<file path="config.mk">
export PLATFORM = sky130hd
export DESIGN_NAME = input_conditioner
export DESIGN_NICKNAME = d
export VERILOG_FILES = /design/src/rtl/input_conditioner_pkg.sv /design/src/rtl/input_conditioner_debounce_cell.sv /design/src/rtl/input_conditioner.sv
export SDC_FILE = /design/constraint.sdc
export NUM_CORES = 1
export LEC_CHECK = 0
export ABC_AREA = 1
export BUFFER_PORTS_ARGS = -buffer_cell sky130_fd_sc_hd__buf_2
export CAP_MARGIN = 10
export CORE_AREA = 4 4 132 134
export CTS_CLUSTER_SIZE = 24
export DETAILED_ROUTE_END_ITERATION = 6
export DIE_AREA = 0 0 136 138
export SYNTH_ARGS = -nofsm -noshare
export SYNTH_HDL_FRONTEND = slang
export SYNTH_HIERARCHICAL = 1
export SYNTH_SLANG_ARGS = --single-unit
</file>
<file path="constraint.sdc">
create_clock -name clk -period 2.92 [get_ports clk]
set_input_delay 0.146 -clock clk [delete_from_list [all_inputs] [get_ports clk]]
set_output_delay 0.146 -clock clk [all_outputs]
set_load 0.02 [all_outputs]
</file>
<file path="src/rtl/input_conditioner_pkg.sv">
// Shared constants for the input conditioner: debounce lengths and channel counts.
package input_conditioner_pkg;

    // Hardware debounce length (10 ms at 100 MHz) and a short simulation stand-in.
    localparam int DEBOUNCE_SYNTH = 1000000;
    localparam int DEBOUNCE_SIM   = 4;

`ifdef SYNTHESIS
    localparam int DEBOUNCE_DEFAULT = DEBOUNCE_SYNTH;
`else
    localparam int DEBOUNCE_DEFAULT = DEBOUNCE_SIM;
`endif

    // Basys3 channel counts: five push buttons, sixteen slide switches.
    localparam int N_BTN = 5;
    localparam int N_SW  = 16;

endpackage : input_conditioner_pkg

</file>
<file path="src/rtl/input_conditioner_debounce_cell.sv">
// Single-channel debouncer: two-flop synchroniser, stability counter,
// debounced level and registered press/release pulses.
module debounce_cell #(
    parameter int DEBOUNCE_CYCLES = 4,
    parameter int CNT_W           = $clog2(DEBOUNCE_CYCLES)
) (
    input  logic clk,
    input  logic reset,
    input  logic i_raw,
    output logic o_level,
    output logic o_press_pulse,
    output logic o_release_pulse,
    output logic o_rise
);

    localparam logic [CNT_W-1:0] CNT_MAX = CNT_W'(DEBOUNCE_CYCLES - 1);

    logic             r_s1;
    logic             r_s2;
    logic [CNT_W-1:0] r_cnt;
    logic             r_level;
    logic             r_press_pulse;
    logic             r_release_pulse;

    logic w_differs;
    logic w_accept;

    // A new level is accepted once the synchronised input has differed for DEBOUNCE_CYCLES samples.
    assign w_differs = (r_s2 != r_level);
    assign w_accept  = w_differs && (r_cnt == CNT_MAX);

    // Rising acceptance, exposed one cycle early so the top can set sticky flags on the pulse edge.
    assign o_rise = w_accept && r_s2;

    // Synchronise, count stable samples, update the level and generate edge pulses.
    always_ff @(posedge clk) begin
        // NOTE: non-blocking assignments keep r_s1 -> r_s2 a true two-stage pipeline regardless of statement order.
        if (reset) begin
            r_s1            <= 1'b0;
            r_s2            <= 1'b0;
            r_cnt           <= '0;
            r_level         <= 1'b0;
            r_press_pulse   <= 1'b0;
            r_release_pulse <= 1'b0;
        end else begin
            r_s1            <= i_raw;
            r_s2            <= r_s1;
            r_press_pulse   <= w_accept && r_s2;
            r_release_pulse <= w_accept && !r_s2;
            if (!w_differs) begin
                // Any bounce back to the current level discards the partial count.
                r_cnt <= '0;
            end else if (w_accept) begin
                r_level <= r_s2;
                r_cnt   <= '0;
            end else begin
                r_cnt <= r_cnt + CNT_W'(1);
            end
        end
    end

    assign o_level         = r_level;
    assign o_press_pulse   = r_press_pulse;
    assign o_release_pulse = r_release_pulse;

endmodule : debounce_cell

</file>
<file path="src/rtl/input_conditioner.sv">
// Input conditioner: per-channel debouncing of raw pads plus sticky press
// flags that software clears through a masked clear strobe.
module input_conditioner
    import input_conditioner_pkg::*;
#(
    parameter int N_IN            = N_BTN,
    parameter int DEBOUNCE_CYCLES = DEBOUNCE_DEFAULT,
    parameter int CNT_W           = $clog2(DEBOUNCE_CYCLES)
) (
    input  logic            clk,
    input  logic            reset,
    input  logic [N_IN-1:0] raw_in,
    input  logic            clr,
    input  logic [N_IN-1:0] clr_mask,
    output logic [N_IN-1:0] level,
    output logic [N_IN-1:0] press_pulse,
    output logic [N_IN-1:0] release_pulse,
    output logic [N_IN-1:0] press_sticky
);

    logic [N_IN-1:0] w_rise;
    logic [N_IN-1:0] w_clear;
    logic [N_IN-1:0] r_press_sticky;

    // One independent debouncer per channel.
    for (genvar g = 0; g < N_IN; g++) begin : g_cell
        debounce_cell #(
            .DEBOUNCE_CYCLES(DEBOUNCE_CYCLES),
            .CNT_W          (CNT_W)
        ) u_cell (
            .clk            (clk),
            .reset          (reset),
            .i_raw          (raw_in[g]),
            .o_level        (level[g]),
            .o_press_pulse  (press_pulse[g]),
            .o_release_pulse(release_pulse[g]),
            .o_rise         (w_rise[g])
        );
    end

    assign w_clear = {N_IN{clr}} & clr_mask;

    // Sticky press flags: a set on the same edge as a clear wins so no press is lost.
    always_ff @(posedge clk) begin
        if (reset) begin
            r_press_sticky <= '0;
        end else begin
            r_press_sticky <= (r_press_sticky & ~w_clear) | w_rise;
        end
    end

    assign press_sticky = r_press_sticky;

endmodule : input_conditioner

</file>
# After elaboration in Yosys (flattened, before gate mapping)
# Index checks and enable logic that the tools add are counted.
# op_classes
reduce_logical,30
n_bitwise,9
eq_ne,10
add_sub_neg,5
# op_table
operator,count
adder 20 x 1 -> 20 bit (second input constant),5
equality test 20 bit (second input constant),5
logical AND 1 bit,15
OR reduction 3 bit,5
bitwise AND 5 bit,2
AND reduction 2 bit,5
logical NOT 1 bit,5
inequality test 1 bit,5
inverter 1 bit,5
inverter 5 bit,1
OR 5 bit,1
# word_totals
elab_cells,85
ff_bits,130

# Depth between registers and ports, before layout
# logic_depth
depth_word,4
mapped_depth,9
mapped_depth_nobuf,9

# By module
# Netlist, hierarchy kept.
# by_module_without_submodules
module,instances,area_each_um2,cells_per_inst
debounce_cell,5,1248.7,179
input_conditioner,1,185.2,25

# Least setup slack after synthesis
# Ideal clock, no wire load.
# synth_path
path_type,register to register
from,register g_cell[0].u_cell.r_cnt[0]
to,register g_cell[0].u_cell.r_cnt[18]
setup_slack_ns,1.651
stages_incl_launch_ff,8
synth_period_minus_slack_ns,1.269
n_path_buf,1
arrival_ns,1.147
cell_sequence,dfxtp_1 > ha_1 > nand3_2 > nor2_1 > nand3_2 > nand2_2 > buf_6 > a21oi_1
# synth_between
elab_chain_len,3
# synth_rtl
item,line,text
"start, declared",input_conditioner_debounce_cell.sv:20,logic [CNT_W-1:0] r_cnt;
"start signal, assigned",input_conditioner_debounce_cell.sv:57,r_cnt <= r_cnt + CNT_W'(1);
branches (longest 3 deep; another with adder 20 x 1 -> 20 bit),-,
# Parallel ways; which one is timed is not known.
# A chain may end at the register's enable or synchronous reset.

# Final worst setup path
# layout_path
from,register g_cell[1].u_cell.r_cnt[0]
to,register g_cell[1].u_cell.r_cnt[17]
# layout_between
elab_chain_len,3
# layout_rtl
item,line
"start, declared",input_conditioner_debounce_cell.sv:20
"start signal, assigned",input_conditioner_debounce_cell.sv:57
branches (longest 3 deep; another with adder 20 x 1 -> 20 bit),-
# Parallel ways; which one is timed is not known.

==> summary.txt <==
Clock tree
  – Insertion delay of the later-clocked pin in the worst-skew pair: 410 ps
  – Maximum clock path buffer count: 2
  – Clock H-tree levels: 4
  – PostCTS Resize Cnt: 0
  – Root buffer cell: sky130_fd_sc_hd__clkbuf_16
  – Clock buffers created by TritonCTS: 17
  – CTS tree: yes
  – Clock sink count: 130
  – Worst-path clk slew: 60 ps

Floorplan
  – Die boundary width: 136 µm
  – Chip Height: 138 µm
  – Site row count: 47
  – Area enclosed by the die boundary: 18770 µm²
  – Placeable core region: 16290 µm²
  – Initial Util: 0.3947
  – IO Count: 33

STA
  – PnR worst setup slack: 1330 ps
  – Final hold violations: 0
  – Final worst hold slack: 155.7 ps
  – Clk_skew: 6.053 ps
  – Setup TNS Final: 0 ps
  – Part of the cycle the worst path needs: 0.5447
  – Minimum clock period: 1590 ps
  – Highest achievable clock rate: 628.8 MHz
  – RSZ-0062 raised after global routing: false
  – Final-report max-slew violation count: 0
  – Worst relative slew slack: 0.6141
  – Number of setup violations in the final report: 0
  – Transition at the pin with the smallest max-transition slack: 578.9 ps

Worst setup path
  – Launch point of the critical path: g_cell[1].u_cell/r_cnt[0]
  – Critical-path maximum fanout: 20
  – Crit path required time: 3200 ps
  – Setup slack on the worst flop-to-flop path: 1330 ps
  – Capture point of the worst reg-to-reg path: g_cell[1].u_cell/r_cnt[17]
  – Critical Path Source Type: flop
  – R2R cell count: 6
  – Worst setup path endpoint: g_cell[1].u_cell/r_cnt[17]
  – Nature of the critical path endpoint: flop
  – Crit-path slowest cell: sky130_fd_sc_hd__dfxtp_1
  – Series of cell instances along the critical path: ha_1 > nand3_2 > nor2_1 > nand3_2 > nand2_2 > nor2_1
  – Depth of the critical timing path with buffers and inverters included: 6
  – Kind of cell adding the most delay to the critical path: simple AND/OR/NAND/NOR gates
  – Buffers & Inverters on Critical Path: 0
  – Crit-path max cell delay: 370 ps
  – Setup Crit Path Kind: reg -> reg
  – Arrival time at the worst endpoint: 1870 ps
  – Startpoint of the lowest-slack register-to-register path: g_cell[1].u_cell/r_cnt[0]

Final layout
  – Top library cells by usage in the layout, fill and taps aside: sky130_fd_sc_hd__nand2_1, sky130_fd_sc_hd__nor2_1, sky130_fd_sc_hd__dfxtp_1, sky130_fd_sc_hd__inv_1, sky130_fd_sc_hd__nand3_1
  – Number of antenna repair diodes: 0
  – Fraction of layout instances using a drive strength above 1: 0.1371
  – Layout overhead on the synthesized area: 16.99%
  – Design Area, Final: 7521 µm²
  – Total number of nets in the final design: 990

Global routing
  – Vias in the first global route: 5326
  – Initial antenna violation count: 0
  – Largest net degree at the start of global routing: 27
  – Final global-route overflow total: 0
  – All-layer global routing usage: 0.1543
  – First-pass GRT wire length: 23940 µm

Route
  – Drc violations: 0
  – Vias: 5548
  – Antenna-violating nets left: 0
  – Via-to-Cell Ratio: 4.604
  – Number of detailed-routing iterations run before antenna repair: 5
  – Routed wirelength normalized by instance count: 11.07 µm
  – Total length of routed wires: 13340 µm
  – Violation count after the first detailed-routing iteration: 270

Placed design
  – Estimated wirelength of the detail-placed design: 9761 µm
  – Area after detailed placement: 6759 µm²
  – Placer Congestion: 0.8368
  – Number of buffers added on ports: 32
  – Placement-stage worst setup slack: 1330 ps

Logic synthesis
  – Number of storage elements in the synthesis netlist: 130
  – Sequential fraction of the synthesis area: 0.4048
  – Post-synthesis cell type with the largest combined area: sky130_fd_sc_hd__dfxtp_1
  – Netlist cell types: 23
  – Mapped Nets: 938
  – Post-synthesis average cell area: 6.988 µm²
  – Syn. warnings: 6
  – Post-Syn Instances: 920
  – Leading cell types by total area after synthesis: sky130_fd_sc_hd__dfxtp_1, sky130_fd_sc_hd__nand2_1, sky130_fd_sc_hd__nor2_1, sky130_fd_sc_hd__xor2_1, sky130_fd_sc_hd__inv_1
  – Post-synthesis cell area: 6429 µm²
  – Area share of the largest cell type after synthesis: 0.4048

Hold path
  – Type of the tightest min-delay check: in -> reg

Power and ir drop
  – Power per standard cell area: 558.9 nW/µm²
  – Final Power: 4.204 mW
  – Worst-case vdd ir drop: 0.0004326 V
  – Static Leak: 2.503 nW

Job
  – Number of maximum-capacitance constraint violations: 0

Status
  – Result of the run: complete, no violations
## sequential cells by signal, summed over array words and instances, names as in the netlist
| signal | flops |
|---|---|
| g_cell.u_cell/o_release_pulse | 5 |
| press_sticky | 5 |
| g_cell.u_cell/o_level | 5 |
| g_cell.u_cell/o_press_pulse | 5 |
| g_cell.u_cell/r_s2 | 5 |
| g_cell.u_cell/r_cnt | 100 |
| g_cell.u_cell/r_s1 | 5 |
## synth_stat cells
cell type and count:
sky130_fd_sc_hd__dfxtp_1 130, sky130_fd_sc_hd__nand3_2 15, sky130_fd_sc_hd__nor3_1 15, sky130_fd_sc_hd__or2_0 10, sky130_fd_sc_hd__nand2_1 215, sky130_fd_sc_hd__nand3_1 55
sky130_fd_sc_hd__a21oi_2 1, sky130_fd_sc_hd__nor2_2 25, sky130_fd_sc_hd__nor2_4 5, sky130_fd_sc_hd__buf_6 10, sky130_fd_sc_hd__nand4_1 10, sky130_fd_sc_hd__xnor2_1 15
sky130_fd_sc_hd__o21bai_1 5, sky130_fd_sc_hd__inv_2 5, sky130_fd_sc_hd__nor2_1 215, sky130_fd_sc_hd__nand2_2 10, sky130_fd_sc_hd__xor2_1 40, sky130_fd_sc_hd__ha_1 5
sky130_fd_sc_hd__inv_1 85, sky130_fd_sc_hd__or2_2 10, sky130_fd_sc_hd__a21oi_1 29, sky130_fd_sc_hd__nand3b_1 5, sky130_fd_sc_hd__o21ai_0 5
## report_power, final
part / switching [mW] / leakage [nW] / internal [mW]
registers: 0.00642 / 1.05 / 1.78
clock network: 0.753 / 0.326 / 1.60
logic: 0.0380 / 1.13 / 0.0231
## through the flow
step | util | std cells
after floorplan | - | 920
after global placement | 0.4149 | 1163
after detailed placement | 0.4149 | 1163
after CTS | 0.4617 | 1205
after global routing | 0.4617 | 1205
final | 0.4617 | 1205
## worst min path at each step
| stage | start | endpoint | slack (ps) | cells past startpoint |
|---|---|---|---|---|
| floorplan | reset | press_sticky[3] | 210 | 1 |
| global placement | raw_in[3] | g_cell[3].u_cell/r_s1 | 340 | 3 |
| detailed placement | raw_in[3] | g_cell[3].u_cell/r_s1 | 350 | 3 |
| CTS | clr | press_sticky[0] | 190 | 4 |
| global route | clr | press_sticky[1] | 170 | 4 |
| finish | clr | press_sticky[0] | 160 | 4 |
## logic make-up (layout without fill, tap and decap cells)
logic type      Yosys count  after routing  share of synthesized area
flops                   130            130                     0.4048
simple gates            590            590                     0.4068
buf+inv                 100            165                    0.07007
compound gates           40             40                    0.03367
fa+ha+maj                 5              5                   0.009731
xor+xnor                 55             55                    0.07493
## cell type report
type | count | area [µm²]
clock inverter | 10 | 177.7
tap | 220 | 275.3
fill | 1677 | 8768
inverter | 90 | 337.8
timing repair buffer | 43 | 267.8
multi-input combinational | 690 | 3376
sequential | 130 | 2603
clock buffer | 22 | 484.2
## worst min-delay path: cells and delay by family
| kind | cells | cell delay [ps] |
|---|---|---|
| compound gates | 1 | 50 |
| buf+inv | 1 | 200 |
| simple gates | 2 | 120 |
## per-layer routing
layer | global-route usage | routed length (µm) | up-vias
li1 | - | - | 2964
met1 | 0.1947 | 6316 | 2483
met2 | 0.2542 | 6383 | 82
met3 | 0.03634 | 409 | 19
met4 | 0.05942 | 231 | 0
met5 | 0 | 0 | -
## timing repair
item / in CTS / in global routing
buffers inserted: 0 / 0
hold buffers: 10 / 0
endpoints found under the hold margin: 10 / 0
(Power assumes the default switching activity.)
